`config.mk`:
```
export PLATFORM = sky130hd
export DESIGN_NAME = secuenciador_micro
export DESIGN_NICKNAME = d
export VERILOG_FILES = /design/src/rtl/secuenciador_pkg.sv /design/src/rtl/decodificador_siguiente_dir.sv /design/src/rtl/secuenciador_micro.sv
export SDC_FILE = /design/constraint.sdc
export NUM_CORES = 1
export LEC_CHECK = 0
export ABC_CLOCK_PERIOD_IN_PS = 1400
export BUFFER_PORTS_ARGS = -buffer_cell sky130_fd_sc_hd__buf_2
export CAP_MARGIN = 20
export CORE_MARGIN = 4
export CORE_UTILIZATION = 45
export CTS_BUF_LIST = sky130_fd_sc_hd__clkbuf_2
export DETAILED_ROUTE_END_ITERATION = 16
export GPL_ROUTABILITY_DRIVEN = 0
export PLACE_DENSITY = 0.75
export SLEW_MARGIN = 30
export SYNTH_ARGS = -nofsm -noshare
export SYNTH_HDL_FRONTEND = slang
export SYNTH_SLANG_ARGS = --single-unit
```
`constraint.sdc`:
```
create_clock -name clk -period 1.4 [get_ports clk]
set_input_delay 0.14 -clock clk [delete_from_list [all_inputs] [get_ports clk]]
set_output_delay 0.14 -clock clk [all_outputs]
set_load 0.01 [all_outputs]
```
`src/rtl/secuenciador_pkg.sv`:
```
// Shared definitions for the microprogram sequencer: microword mode
// encodings, FSM states and the bit positions of the microword fields.
package secuenciador_pkg;

  // Sequencing mode carried in microword bits [9:8]
  typedef enum logic [1:0] {
    MODO_ALTO  = 2'b00,
    MODO_SIGUE = 2'b01,
    MODO_SALTO = 2'b10,
    MODO_RAMA  = 2'b11
  } modo_t;

  // Sequencer FSM states
  typedef enum logic [1:0] {
    REPOSO  = 2'd0,
    EJECUTA = 2'd1,
    FIN     = 2'd2
  } estado_t;

  // Microword field positions
  localparam int MODO_MSB     = 9;
  localparam int MODO_LSB     = 8;
  localparam int SEL_COND_MSB = 7;
  localparam int SEL_COND_LSB = 6;
  localparam int DESTINO_MSB  = 5;
  localparam int DESTINO_LSB  = 0;

  // Width of the control field sent to the datapath
  localparam int ANCHO_CTRL = 8;

endpackage

```
`src/rtl/decodificador_siguiente_dir.sv`:
```
// Combinational next-microaddress logic: decodes the mode of the current
// microword and selects the following microPC, flags whether the control
// field must be loaded and whether the microword ends the program.
module decodificador_siguiente_dir
  import secuenciador_pkg::*;
#(
  parameter int ANCHO_DIR = 6
) (
  input  modo_t                  modo,
  input  logic [ANCHO_CTRL-1:0]  campo,
  input  logic [3:0]             condicion,
  input  logic [ANCHO_DIR-1:0]   upc,
  output logic [ANCHO_DIR-1:0]   sig_upc,
  output logic                   carga_control,
  output logic                   es_alto
);

  logic [ANCHO_DIR-1:0] destino;
  logic [1:0]           sel_cond;

  // Next-address selection; sequential increment wraps naturally at 2^ANCHO_DIR
  always_comb begin
    destino       = ANCHO_DIR'(campo[DESTINO_MSB:DESTINO_LSB]);
    sel_cond      = campo[SEL_COND_MSB:SEL_COND_LSB];
    sig_upc       = upc + 1'b1;
    carga_control = 1'b0;
    es_alto       = 1'b0;
    case (modo)
      MODO_ALTO: begin
        es_alto = 1'b1;
        sig_upc = upc;
      end
      MODO_SIGUE: begin
        carga_control = 1'b1;
      end
      MODO_SALTO: begin
        sig_upc = destino;
      end
      MODO_RAMA: begin
        if (condicion[sel_cond]) begin
          sig_upc = destino;
        end
      end
      default: begin
        sig_upc = upc;
      end
    endcase
  end

endmodule

```
`src/rtl/secuenciador_micro.sv`:
```
// Microprogram sequencer. Presents the registered microPC to a combinational
// microprogram memory, decodes the returned microword in the same cycle
// (one microinstruction per cycle, no fetch bubble) and registers the
// control field for the datapath. Start/done handshake via Inicio/Fin.
// Optional watchdog step limit enabled with macro SEC_WATCHDOG_EN, which
// adds the MAX_PASOS parameter and the sticky Error_Watchdog output.
module secuenciador_micro
  import secuenciador_pkg::*;
#(
  parameter int ANCHO_DIR  = 6,
  parameter int ANCHO_DATO = 10,
  parameter int DIR_INICIO = 0
`ifdef SEC_WATCHDOG_EN
  ,
  parameter int MAX_PASOS  = 255
`endif
) (
  input  logic                  clk,
  input  logic                  reset,
  input  logic                  Inicio,
  input  logic [3:0]            Condicion,
  input  logic [ANCHO_DATO-1:0] Data_Memoria_Micro,
  output logic [ANCHO_DIR-1:0]  Dir_Memoria_Micro,
  output logic [ANCHO_CTRL-1:0] Control_Out,
  output logic                  Ocupado,
  output logic                  Fin
`ifdef SEC_WATCHDOG_EN
  ,
  output logic                  Error_Watchdog
`endif
);

  localparam logic [ANCHO_DIR-1:0] DIR_INI = DIR_INICIO[ANCHO_DIR-1:0];

  estado_t               estado_reg;
  logic [ANCHO_DIR-1:0]  upc_reg;
  logic [ANCHO_CTRL-1:0] control_reg;
  logic                  ocupado_reg;
  logic                  fin_reg;

  modo_t                 modo_actual;
  logic [ANCHO_CTRL-1:0] campo_actual;
  logic [ANCHO_DIR-1:0]  sig_upc;
  logic                  carga_control;
  logic                  es_alto;
  logic                  vence;

  assign modo_actual  = modo_t'(Data_Memoria_Micro[MODO_MSB:MODO_LSB]);
  assign campo_actual = Data_Memoria_Micro[ANCHO_CTRL-1:0];

  decodificador_siguiente_dir #(
    .ANCHO_DIR (ANCHO_DIR)
  ) u_decodificador (
    .modo          (modo_actual),
    .campo         (campo_actual),
    .condicion     (Condicion),
    .upc           (upc_reg),
    .sig_upc       (sig_upc),
    .carga_control (carga_control),
    .es_alto       (es_alto)
  );

`ifdef SEC_WATCHDOG_EN
  logic [7:0] pasos_reg;
  logic       error_reg;

  // The current cycle is the MAX_PASOS-th executed step
  assign vence = (pasos_reg + 8'd1) == MAX_PASOS[7:0];

  // Step counter and sticky abort flag; both cleared by an accepted start
  always_ff @(posedge clk) begin
    if (reset) begin
      pasos_reg <= '0;
      error_reg <= 1'b0;
    end else if (estado_reg == REPOSO && Inicio) begin
      pasos_reg <= '0;
      error_reg <= 1'b0;
    end else if (estado_reg == EJECUTA) begin
      pasos_reg <= pasos_reg + 8'd1;
      if (vence && !es_alto) begin
        error_reg <= 1'b1;
      end
    end
  end

  assign Error_Watchdog = error_reg;
`else
  assign vence = 1'b0;
`endif

  // Sequencer FSM with microPC, control field and handshake registers
  always_ff @(posedge clk) begin
    if (reset) begin
      estado_reg  <= REPOSO;
      upc_reg     <= DIR_INI;
      control_reg <= '0;
      ocupado_reg <= 1'b0;
      fin_reg     <= 1'b0;
    end else begin
      fin_reg <= 1'b0;
      case (estado_reg)
        REPOSO: begin
          upc_reg     <= DIR_INI;
          control_reg <= '0;
          if (Inicio) begin
            estado_reg  <= EJECUTA;
            ocupado_reg <= 1'b1;
          end
        end
        EJECUTA: begin
          if (es_alto || vence) begin
            estado_reg  <= FIN;
            fin_reg     <= 1'b1;
            ocupado_reg <= 1'b0;
            control_reg <= '0;
            upc_reg     <= DIR_INI;
          end else begin
            upc_reg <= sig_upc;
            if (carga_control) begin
              control_reg <= campo_actual;
            end
          end
        end
        FIN: begin
          estado_reg  <= REPOSO;
          upc_reg     <= DIR_INI;
          control_reg <= '0;
        end
        default: begin
          estado_reg  <= REPOSO;
          upc_reg     <= DIR_INI;
          control_reg <= '0;
          ocupado_reg <= 1'b0;
        end
      endcase
    end
  end

  assign Dir_Memoria_Micro = upc_reg;
  assign Control_Out       = control_reg;
  assign Ocupado           = ocupado_reg;
  assign Fin               = fin_reg;

endmodule
```
# Word level (Yosys, flattened, before mapping)
# Index checks and enable logic that the tools add are counted.
# word_totals
inputBits	17
out_inout_bits	16
wordCells	35
reg_bits	18
# classes
eq_ne	7
n_bitwise	2
add_sub_neg	1
muxes	13
n_reduce_logical	6
magnitude_cmp	1
# ops
cell	count
case mux 6 bit (3 select lines)	1
adder 6 x 1 -> 6 bit (second input constant)	1
equality test 2 bit (second input constant)	3
two-way mux 1 bit	6
two-way mux 6 bit	1
equality test 2 x 1 -> 1 bit (second input constant)	2
zero test 2 bit	2
two-way mux 2 bit	2
!= test 2 bit (second input constant)	2
case mux 2 bit (2 select lines)	1
< comparator 2 x 3 -> 1 bit (second input constant)	1
case mux 1 bit (3 select lines)	1
AND reduction 3 bit	1
OR reduction 3 bit	1
binary-select mux 1 bit (select 2 bit)	1
NOT 1 bit	2
AND reduction 2 bit	1
OR reduction 2 bit	1

# Longest topological paths before layout
# logic_depth
depth_word	4
ltp_mapped	5
mapped_depth_nobuf	4

# Hierarchy
# Synthesis repeated with hierarchy kept, for this count alone.
# hier_totals
cells_unflattened	102
hier_area_um2	974.7
# by_module_without_submodules
module	seq_area_each_um2	area_each_um2	instances	cells_each
secuenciador_micro	360.3	606.8	1	54
decodificador_siguiente_dir	0.0	367.9	1	48

# Worst setup path before layout
# No wires, ideal clock.
# synth_timing
kind	reg2reg
startpoint	register estado_reg[0]
endpoint	register upc_reg[4] (netlist: Dir_Memoria_Micro[4])
setup_time_ps	79
period_less_slack_ps	1227
t_required_ps	1321
arrival_ps	1147
path_slack_ps	173
stages_incl_launch_ff	6
path_buffers	1
cell_sequence	dfxtp_1 inv_1 or3_4 nand2b_4 buf_6 a211oi_2
# synth_via
elab_chain_len	3
# synth_rtl
item	line	rtl
from (decl)	secuenciador_micro.sv:35	estado_t estado_reg;
from (signal assigned)	secuenciador_micro.sv:94	estado_reg <= REPOSO;
from (signal assigned)	secuenciador_micro.sv:106	estado_reg <= EJECUTA;
from (signal assigned)	secuenciador_micro.sv:112	estado_reg <= FIN;
equality test 2 x 1 -> 1 bit	secuenciador_micro.sv:101	case (estado_reg)
NOT 1 bit (no line)	-	
OR reduction 3 bit (no line)	-	
to (signal assigned)	secuenciador_micro.sv:118	upc_reg <= sig_upc;
to (decl)	secuenciador_micro.sv:36	logic [ANCHO_DIR-1:0] upc_reg;
# No other way between the ends.
# A chain may end at the register's enable or synchronous reset.

# Worst setup path in the final report
# layout_timing
startpoint	register estado_reg[0]
endpoint	register upc_reg[5] (netlist: Dir_Memoria_Micro[5])
# The elaborated chain is that of the path after synthesis.

==> results_dict.tcl <==
set metrics [dict create \
    start_kind "flip-flop" \
    port_buffers 32 \
    grt_pass1_wl_mm 2.79 \
    p_leak_nw 0.495 \
    post_cts_resized 0 \
    cp_slowest_cell "dfxtp_1" \
    cp_cell_sequence "inv_1 > or3_4 > nand2b_4 > a211oi_2" \
    wl_per_cell_um 11.4 \
    ys_seq_area_share_pct 43.6 \
    die_w_um 50.9 \
    synth_nets 98 \
    timing.final.crit_share_pct 90.5 \
    grt_max_degree 15 \
    worst_slew_pin_slew_ns 0.276 \
    powerDensity_nw_per_um2 865 \
    cts_max_level 1 \
    grtUsageTotal_pct 13.7 \
    r2r-start "estado_reg[0]" \
    rr_endpoint "Dir_Memoria_Micro[5]" \
    numCtsBuffers 3 \
    path_buf_inv 1 \
    reg2regPathDepth 4 \
    vias 686 \
    reg2reg_slack_ns 0.13 \
    required_ns 1.62 \
    rsz0062_at_grt "no" \
    crit_fanout 14 \
    worst_clock_skew_ns 0.00131 \
    startpoint "estado_reg[0]" \
    netlist_top_cells_area "dfxtp_1 44%, mux2i_1 9.7%, a211oi_2 7.6%" \
    drv_slew 0 \
    fp.dieH_um 50.9 \
    max_stage_delay_ns 0.38 \
    cts_hold_buf 0 \
    final_area_um2 1040 \
    cap_violations 0 \
    n_antenna_cell 0 \
    fin_crit_ns 1.27 \
    vias_per_cell 4.87 \
    initialDrtViolationCount 7 \
    route.detailed.drc 0 \
    core_um2 1730 \
    yosys.cell_types.count 27 \
    largest_register_ffs 8 \
    min_path_cells 2 \
    endpoint_kind "flip-flop" \
    holdPathEnd "Ocupado" \
    syn_area_um2 827 \
    worst_ep_arrival_time_ns 1.49 \
    netlist_instances 80 \
    syn_avg_cell_area_um2 10.3 \
    finalWirelength_mm 1.61 \
    grt_overflow 0 \
    fin_nets 135 \
    ys.warnings.count 0 \
    synth_top_area_share_pct 43.6 \
    place_area_um2 1020 \
    grt_antenna_before_repair 0 \
    synth-seq-cells 18 \
    status "finished clean" \
    relSlewSlack_pct 81.6 \
    clock.fmax_mhz 789 \
    drive_gt1_share_pct 43.1 \
    dieArea_um2 2590 \
    clock_sinks 18 \
    clk_latency_ns 0.28 \
    start_util_pct 47.9 \
    syn_to_final_growth_pct 25.3 \
    clk_pin_slew_ns 0.16 \
    rows 15 \
    ctsRootBufferMaster "clkbuf_2" \
    layout_commonest_cell "buf_2" \
    final-setup-viol-count 0 \
    clk_path_buf_depth 2 \
    final_cell_mix "32 x buf_2, 18 x dfxtp_1, 12 x nor2_1" \
    tns_ns 0 \
    cts_setup_buffers 0 \
    crit_family "simple AND/OR/NAND/NOR gates" \
    io_pins 33 \
    yosysTopAreaCell "dfxtp_1" \
    cts_tree "built" \
    ir_worst_vdd_mv 0.468 \
    min_path_type "in -> reg" \
    hp-start "reset" \
    finalHoldViolations 0 \
    ant_nets 0 \
    grt_pass1_vias 690 \
    dpl.hpwl_mm 1.34 \
    drtPass1Iterations 2 \
    critPathKind "reg -> reg" \
]
-- power by group --
| group | internal (mW) | switching [mW] |
|---|---|---|
| Combinational | 0.0709 | 0.0763 |
| Clock | 0.0621 | 0.151 |
| Sequential | 0.527 | 0.00973 |
| Total | 0.660 | 0.237 |
-- final cells by class --
| cell class | instances | area (µm²) |
|---|---|---|
| fillers | 147 | 691 |
| inverters | 1 | 3.75 |
| clock buffers | 3 | 15.0 |
| flip-flops and latches | 18 | 360 |
| multi-input cells | 59 | 447 |
| repair buffers | 34 | 175 |
| well taps | 25 | 31.3 |
| clock inverters | 1 | 3.75 |
-- metrics by stage --
step	util [%]	instances	hold slack, ns	worst slack (ns)	total power [mW]
floorplan	-	80	0.212	0.173	0.641
global placement	58.9	137	0.335	0.133	0.692
detailed placement	58.9	137	0.347	0.124	0.696
CTS	60.0	141	0.0139	0.127	0.907
global route	60.0	141	0.0111	0.0901	0.949
finish	60.0	141	0.0245	0.133	0.897
-- cell usage after synthesis --
| master | n |
|---|---|
| o21ai_0 | 2 |
| a21oi_1 | 3 |
| nor3_1 | 5 |
| a211oi_2 | 5 |
| mux2_1 | 1 |
| or3b_4 | 1 |
| nor3b_4 | 1 |
| mux2i_1 | 8 |
| a211oi_1 | 1 |
| dfxtp_1 | 18 |
| nand2_4 | 1 |
| xnor2_1 | 2 |
| nand2_1 | 3 |
| or2_2 | 1 |
| xor2_1 | 2 |
| o21a_1 | 1 |
| mux2_4 | 1 |
| buf_6 | 1 |
| inv_1 | 1 |
| nand3_1 | 3 |
| o21ai_2 | 1 |
| clkbuf_2 | 1 |
| nand2b_1 | 2 |
| ha_1 | 1 |
| nor2_1 | 12 |
| nand2b_4 | 1 |
| or3_4 | 1 |
-- cell families (layout without fill, tap and decap cells) --
family	after synthesis	in the layout	synth area share, %
flip-flops	18	18	43.6
XOR/XNOR	4	4	4.24
multiplexers	10	10	12.9
buffers and inverters	3	39	2.42
AO/OA/AOI/OAI	13	13	13.5
AND/OR/NAND/NOR	31	31	21.9
adder cells (fa/ha/maj)	1	1	1.51
-- worst register-to-register path: cells and delay by family (launching register included) --
kind | cells | cell delay [ns]
simple gates | 2 | 0.60
flops | 1 | 0.38
compound gates | 1 | 0.16
buf+inv | 1 | 0.06
-- routing by layer --
metal  global-route usage, %  part of all wire [%]
met1                    15.3                    43
met2                    25.2                    52
met3                    2.92                   4.7
met4                    5.38                  0.68
met5                       0                     0
-- worst max-delay path by stage --
stage                      endpoint  slack, ns  cells past startpoint
6_report       Dir_Memoria_Micro[5]       0.13                      4
5_1_grt        Dir_Memoria_Micro[2]       0.09                      4
2_1_floorplan  Dir_Memoria_Micro[4]       0.17                      5
4_1_cts        Dir_Memoria_Micro[4]       0.13                      4
3_3_place_gp   Dir_Memoria_Micro[2]       0.13                      5
3_5_place_dp   Dir_Memoria_Micro[4]       0.12                      5
No activity file was read; power rests on OpenSTA's default activity.
